===== config.mk =====
export PLATFORM = sky130hd
export DESIGN_NAME = sam_pool
export DESIGN_NICKNAME = d
export VERILOG_FILES = /design/src/rtl/sam_pool.sv
export SDC_FILE = /design/constraint.sdc
export NUM_CORES = 1
export LEC_CHECK = 0
export BUFFER_PORTS_ARGS = -buffer_cell sky130_fd_sc_hd__buf_2
export CORE_MARGIN = 1
export CORE_UTILIZATION = 50
export CTS_CLUSTER_SIZE = 14
export DETAILED_ROUTE_END_ITERATION = 10
export PLACE_DENSITY = 0.84
export SLEW_MARGIN = 20
export SYNTH_ARGS = -nofsm -noshare
export SYNTH_HDL_FRONTEND = slang
export SYNTH_SLANG_ARGS = --single-unit
export TNS_END_PERCENT = 50

===== constraint.sdc =====
create_clock -name Clk -period 8.5 [get_ports Clk]
set_clock_uncertainty 0.1 [all_clocks]
set_input_delay 1.275 -clock Clk [delete_from_list [all_inputs] [get_ports Clk]]
set_output_delay 1.275 -clock Clk [all_outputs]
set_load 0.005 [all_outputs]

===== src/rtl/sam_pool.sv =====
// sam_pool: signed max-pooling over non-overlapping windows of POOL_SIZE valid samples.
// Define SAM_POOL_RELU_EN to clamp negative window maxima to zero at the output register.
module sam_pool #(
    parameter int POOL_SIZE  = 4,
    parameter int DATA_WIDTH = 32
) (
    input  logic                  Clk,
    input  logic                  Rst,
    input  logic [DATA_WIDTH-1:0] Data_In,
    input  logic                  Valid_In,
    input  logic                  Last_Data_In,
    output logic [DATA_WIDTH-1:0] Data_Out,
    output logic                  Valid_Out,
    output logic                  Last_Data_Out,
    output logic                  Dbg_State
);

    // Handshake: a sample is taken on every rising edge with Valid_In=1 (no ready);
    // Valid_Out is a one-cycle pulse that the consumer must always accept.

    typedef enum logic {
        EMPTY   = 1'b0,
        FILLING = 1'b1
    } state_t;

    localparam int CNT_W = (POOL_SIZE > 2) ? $clog2(POOL_SIZE) : 1;
    localparam logic [CNT_W-1:0] CNT_LAST = CNT_W'(POOL_SIZE - 1);

    state_t                state;
    state_t                state_nxt;
    logic [CNT_W-1:0]      cnt;
    logic [CNT_W-1:0]      cnt_nxt;
    logic [DATA_WIDTH-1:0] acc;
    logic [DATA_WIDTH-1:0] acc_nxt;
    logic [DATA_WIDTH-1:0] cand;
    logic [DATA_WIDTH-1:0] result;
    logic                  done;

    // State register: window bookkeeping plus the registered output stage.
    always_ff @(posedge Clk) begin
        if (Rst) begin
            state         <= EMPTY;
            cnt           <= '0;
            acc           <= '0;
            Data_Out      <= '0;
            Valid_Out     <= 1'b0;
            Last_Data_Out <= 1'b0;
        end else begin
            state         <= state_nxt;
            cnt           <= cnt_nxt;
            acc           <= acc_nxt;
            Valid_Out     <= done;
            Last_Data_Out <= done && Last_Data_In;
            if (done) begin
                Data_Out <= result;
            end
        end
    end

    // Next-state logic. A sample opening a window never sees the stale accumulator.
    always_comb begin
        cand = Data_In;
        if (state == FILLING && $signed(acc) > $signed(Data_In)) begin
            cand = acc;
        end
        done      = Valid_In && (Last_Data_In || cnt == CNT_LAST);
        state_nxt = state;
        cnt_nxt   = cnt;
        acc_nxt   = acc;
        if (Valid_In) begin
            acc_nxt = cand;
            if (done) begin
                cnt_nxt   = '0;
                state_nxt = EMPTY;
            end else begin
                cnt_nxt   = cnt + 1'b1;
                state_nxt = FILLING;
            end
        end
    end

    // Output logic: value loaded into Data_Out when a window closes.
    always_comb begin
        result    = cand;
`ifdef SAM_POOL_RELU_EN
        if (cand[DATA_WIDTH-1]) begin
            result = '0;
        end
`endif
        Dbg_State = state;
    end

endmodule

==> run_results.csv <==
group,metric,value,unit
cells_and_area,final_cell_mix,"nand2_1 (70), buf_2 (70), dfxtp_1 (69), nand2b_1 (66)",
synthesis,yosys.area.top_type_share,33.87,%
sta,hold_violations,0,
routing,top_layer,"met4",
clock_network,cts_tree,"built",
setup_path,cp.arrival,4.28,ns
sta,grt_setup_unrepaired,"no",
floorplanning,core-area,7807,um2
global_routing,grt_overflow,0,
routing,dr.pass1.iters,4,
routing,wl_met1,3.838,mm
global_routing,antenna_found_initial,0,
setup_path,cp_slowest_cell,"or4_1",
power,p_leak,2.215,nW
cells_and_area,n_antenna_cell,0,
routing,wl_met2,4.349,mm
sta,drv_slew,0,
job,drv_cap,0,
setup_path,required,8.67,ns
routing,drt_iter0_drc,147,
routing,post_drt_via_cell_ratio,5.485,
synthesis,netlist_area,4079,um2
setup_path,path_cells,"buf_2 > inv_1 > ha_1 > nand4_1 > or4_1 > a21o_1 > a31o_1 > and4b_1 > buf_4 > nor3b_4 > buf_4 > mux2i_1",
routing,ant_nets,0,
synthesis,yosysUniqueCellTypes,35,
run_status,status,"complete, no violations",
setup_path,rr_startpoint,"acc[14]",
clock_network,clk_path_buf_depth,2,
setup_path,r2r-end,"acc[12]",
global_routing,grt_pass1_wl,14.98,mm
clock_network,clkLatencyLatePin,0.35,ns
synthesis,synth_cells,456,
sta,fin_setup_tns,0,ns
routing,drt-wirelength-per-cell,14.51,um
place,place_congestion,0.7424,
setup_path,cp-startpoint,"Data_In[14]",
sta,setup_viol,0,
setup_path,max_stage_delay,0.58,ns
synthesis,yosys_warnings,0,
routing,vias,3368,
cells_and_area,fin_nets,578,
power,power,0.7064,mW
place,numPortBuffers,70,
place,dp_hpwl,6.039,mm
synthesis,synth_seq_cells,69,
floorplanning,fp.dieW,92.32,um
setup_path,cp-end-kind,"flop",
routing,drt-total-wl,8.907,mm
floorplanning,io-pin-count,71,
setup_path,start_kind,"input pin",
worst_hold_path,holdCritPathClass,"flop to flop",
setup_path,ff2ff_setup_slack,5.12,ns
setup_path,worst-r2r-cell-count,10,
clock_network,hold_buffers,0,
clock_network,cts.sinks,69,
clock_network,numCtsBuffers,9,
synthesis,synth_nets,525,
setup_path,path_class,"input pin to flop",
cells_and_area,fin_util,58.59,%
floorplanning,fp.dieH,92.32,um
setup_path,crit_path_end,"acc[12]",
clock_network,postCtsSetupRepairBufs,0,
cells_and_area,multiInputGateArea,2407,um2
sta,min_period,4.107,ns
clock_network,cts_root_buf,"clkbuf_8",
sta,timing.fmax,243.5,MHz
floorplanning,rows,32,
setup_path,cp.depth,12,
setup_path,path_buf_inv,4,
clock_network,ctsResizeCount,0,
floorplanning,start_util,52.24,%
global_routing,grt_max_degree,70,
sta,tightest_slew,0.9845,ns
routing,drc,0,
sta,slew_headroom,34.37,%
global_routing,grt_pass1_vias,3235,
synthesis,synth.yosys.seq_area_share,33.87,%
floorplanning,die-area,8523,um2
sta,fin_crit_sh,48.32,%
routing,wl_met3,510,um
synthesis,avgSynthCellArea,8.945,um2
cells_and_area,drive_gt1_share,23.83,%
clock_network,clk_pin_slew,0.07,ns
power,vdd_ir_drop_max,88.07,uV
synthesis,synth_top_area_cell,"dfxtp_1",
global_routing,grtUsageTotal,22.03,%
cells_and_area,syn_to_final_growth,12.15,%
clock_network,cts_htree_levels,3,
cells_and_area,seqCellArea,1381,um2
power,p_per_area,154.4,nW/um2
setup_path,cp_top_family,"simple AND/OR/NAND/NOR gates",
setup_path,cpMostUsedCell,"buf_4",
cells_and_area,fill_cells,693,
setup_path,crit_fanout,33,
synthesis,synth_area_leaders,"dfxtp_1 (34%), ha_1 (10%), nand2b_1 (10%)",
## worst min-delay path by stage
stage                            start            to  slack, ns  cells past startpoint
final                      Data_Out[9]   Data_Out[9]       0.36                      2
after global routing      Data_Out[11]  Data_Out[11]       0.39                      2
after CTS                 Data_Out[30]  Data_Out[30]       0.36                      2
after detailed placement  Data_Out[14]  Data_Out[14]       0.34                      2
after global placement    Data_Out[17]  Data_Out[17]       0.34                      2
after floorplan                 cnt[1]        cnt[1]       0.35                      2
## report_power, final
part	total [mW]	internal, mW	switching [mW]
clock network	0.221	0.101	0.120
registers	0.359	0.345	0.0148
logic	0.126	0.0549	0.0712
total	0.706	0.501	0.206
## cells by family after synthesis
logic type | count (synthesis) | synth area share (%)
AND/OR/NAND/NOR | 162 | 20.49
adder cells (fa/ha/maj) | 33 | 10.12
multiplexers | 33 | 8.098
flip-flops | 69 | 33.86
buffers and inverters | 66 | 7.485
AO/OA/AOI/OAI | 93 | 19.94
## worst reg2reg max path, cell delays in order (launching register included)
cell and delay (ns):
dfxtp_1 0.34, ha_1 0.32, nand4_1 0.13, or4_1 0.58, a21o_1 0.18, a31o_1 0.22
and4b_1 0.20, buf_4 0.26, nor3b_4 0.20, buf_4 0.49, mux2i_1 0.28
## cell usage after synthesis
master / instances
nand3_1: 3
nor3b_2: 1
nand2b_1: 66
or2_1: 1
a311o_1: 1
and2_1: 1
o21a_1: 1
buf_6: 7
buf_2: 1
and4b_1: 1
o211ai_2: 30
ha_1: 33
a31o_1: 1
a21o_1: 4
inv_1: 33
a221o_1: 1
o21ai_0: 4
nor2_1: 5
dfxtp_1: 69
nand4_1: 7
nor3b_1: 1
nor2b_1: 1
a21oi_2: 1
mux2i_1: 33
or4_1: 2
a211oi_1: 1
nor3_1: 2
nand2_1: 70
o31a_1: 1
buf_4: 1
a21oi_1: 14
o211ai_1: 33
a221oi_1: 1
clkbuf_1: 24
and3b_1: 1
## metrics by stage
| stage | hold slack [ns] | area [um2] | setup slack (ns) | cells |
|---|---|---|---|---|
| finish | 0.3614 | 4574 | 4.393 | 614 |
| global route | 0.3893 | 4574 | 4.225 | 614 |
| CTS | 0.3641 | 4574 | 4.389 | 614 |
| detailed placement | 0.3404 | 4428 | 4.025 | 600 |
| global placement | 0.3408 | 4428 | 4.122 | 600 |
| floorplan | 0.3497 | 4079 | 4.717 | 456 |
## layer usage
metal / up-vias / track usage, %
met2: 88 / 36.17
li1: 1678 / -
met1: 1585 / 27.52
met5: - / 0
met3: 17 / 4.023
met4: 0 / 11.33
## state kept, by name, summed over array words and instances (netlist names)
register	count
acc	32
cnt	2
Dbg_State	1
Last_Data_Out	1
Valid_Out	1
Data_Out	32
## layout make-up
class / count / share of cell area (%)
flip-flops and latches: 69 / 30.20
clock inverters: 3 / 0.3282
well taps: 102 / 2.790
inverters: 33 / 2.708
repair buffers: 75 / 8.479
clock buffers: 11 / 2.872
multi-input cells: 321 / 52.63
(Power assumes the default switching activity.)
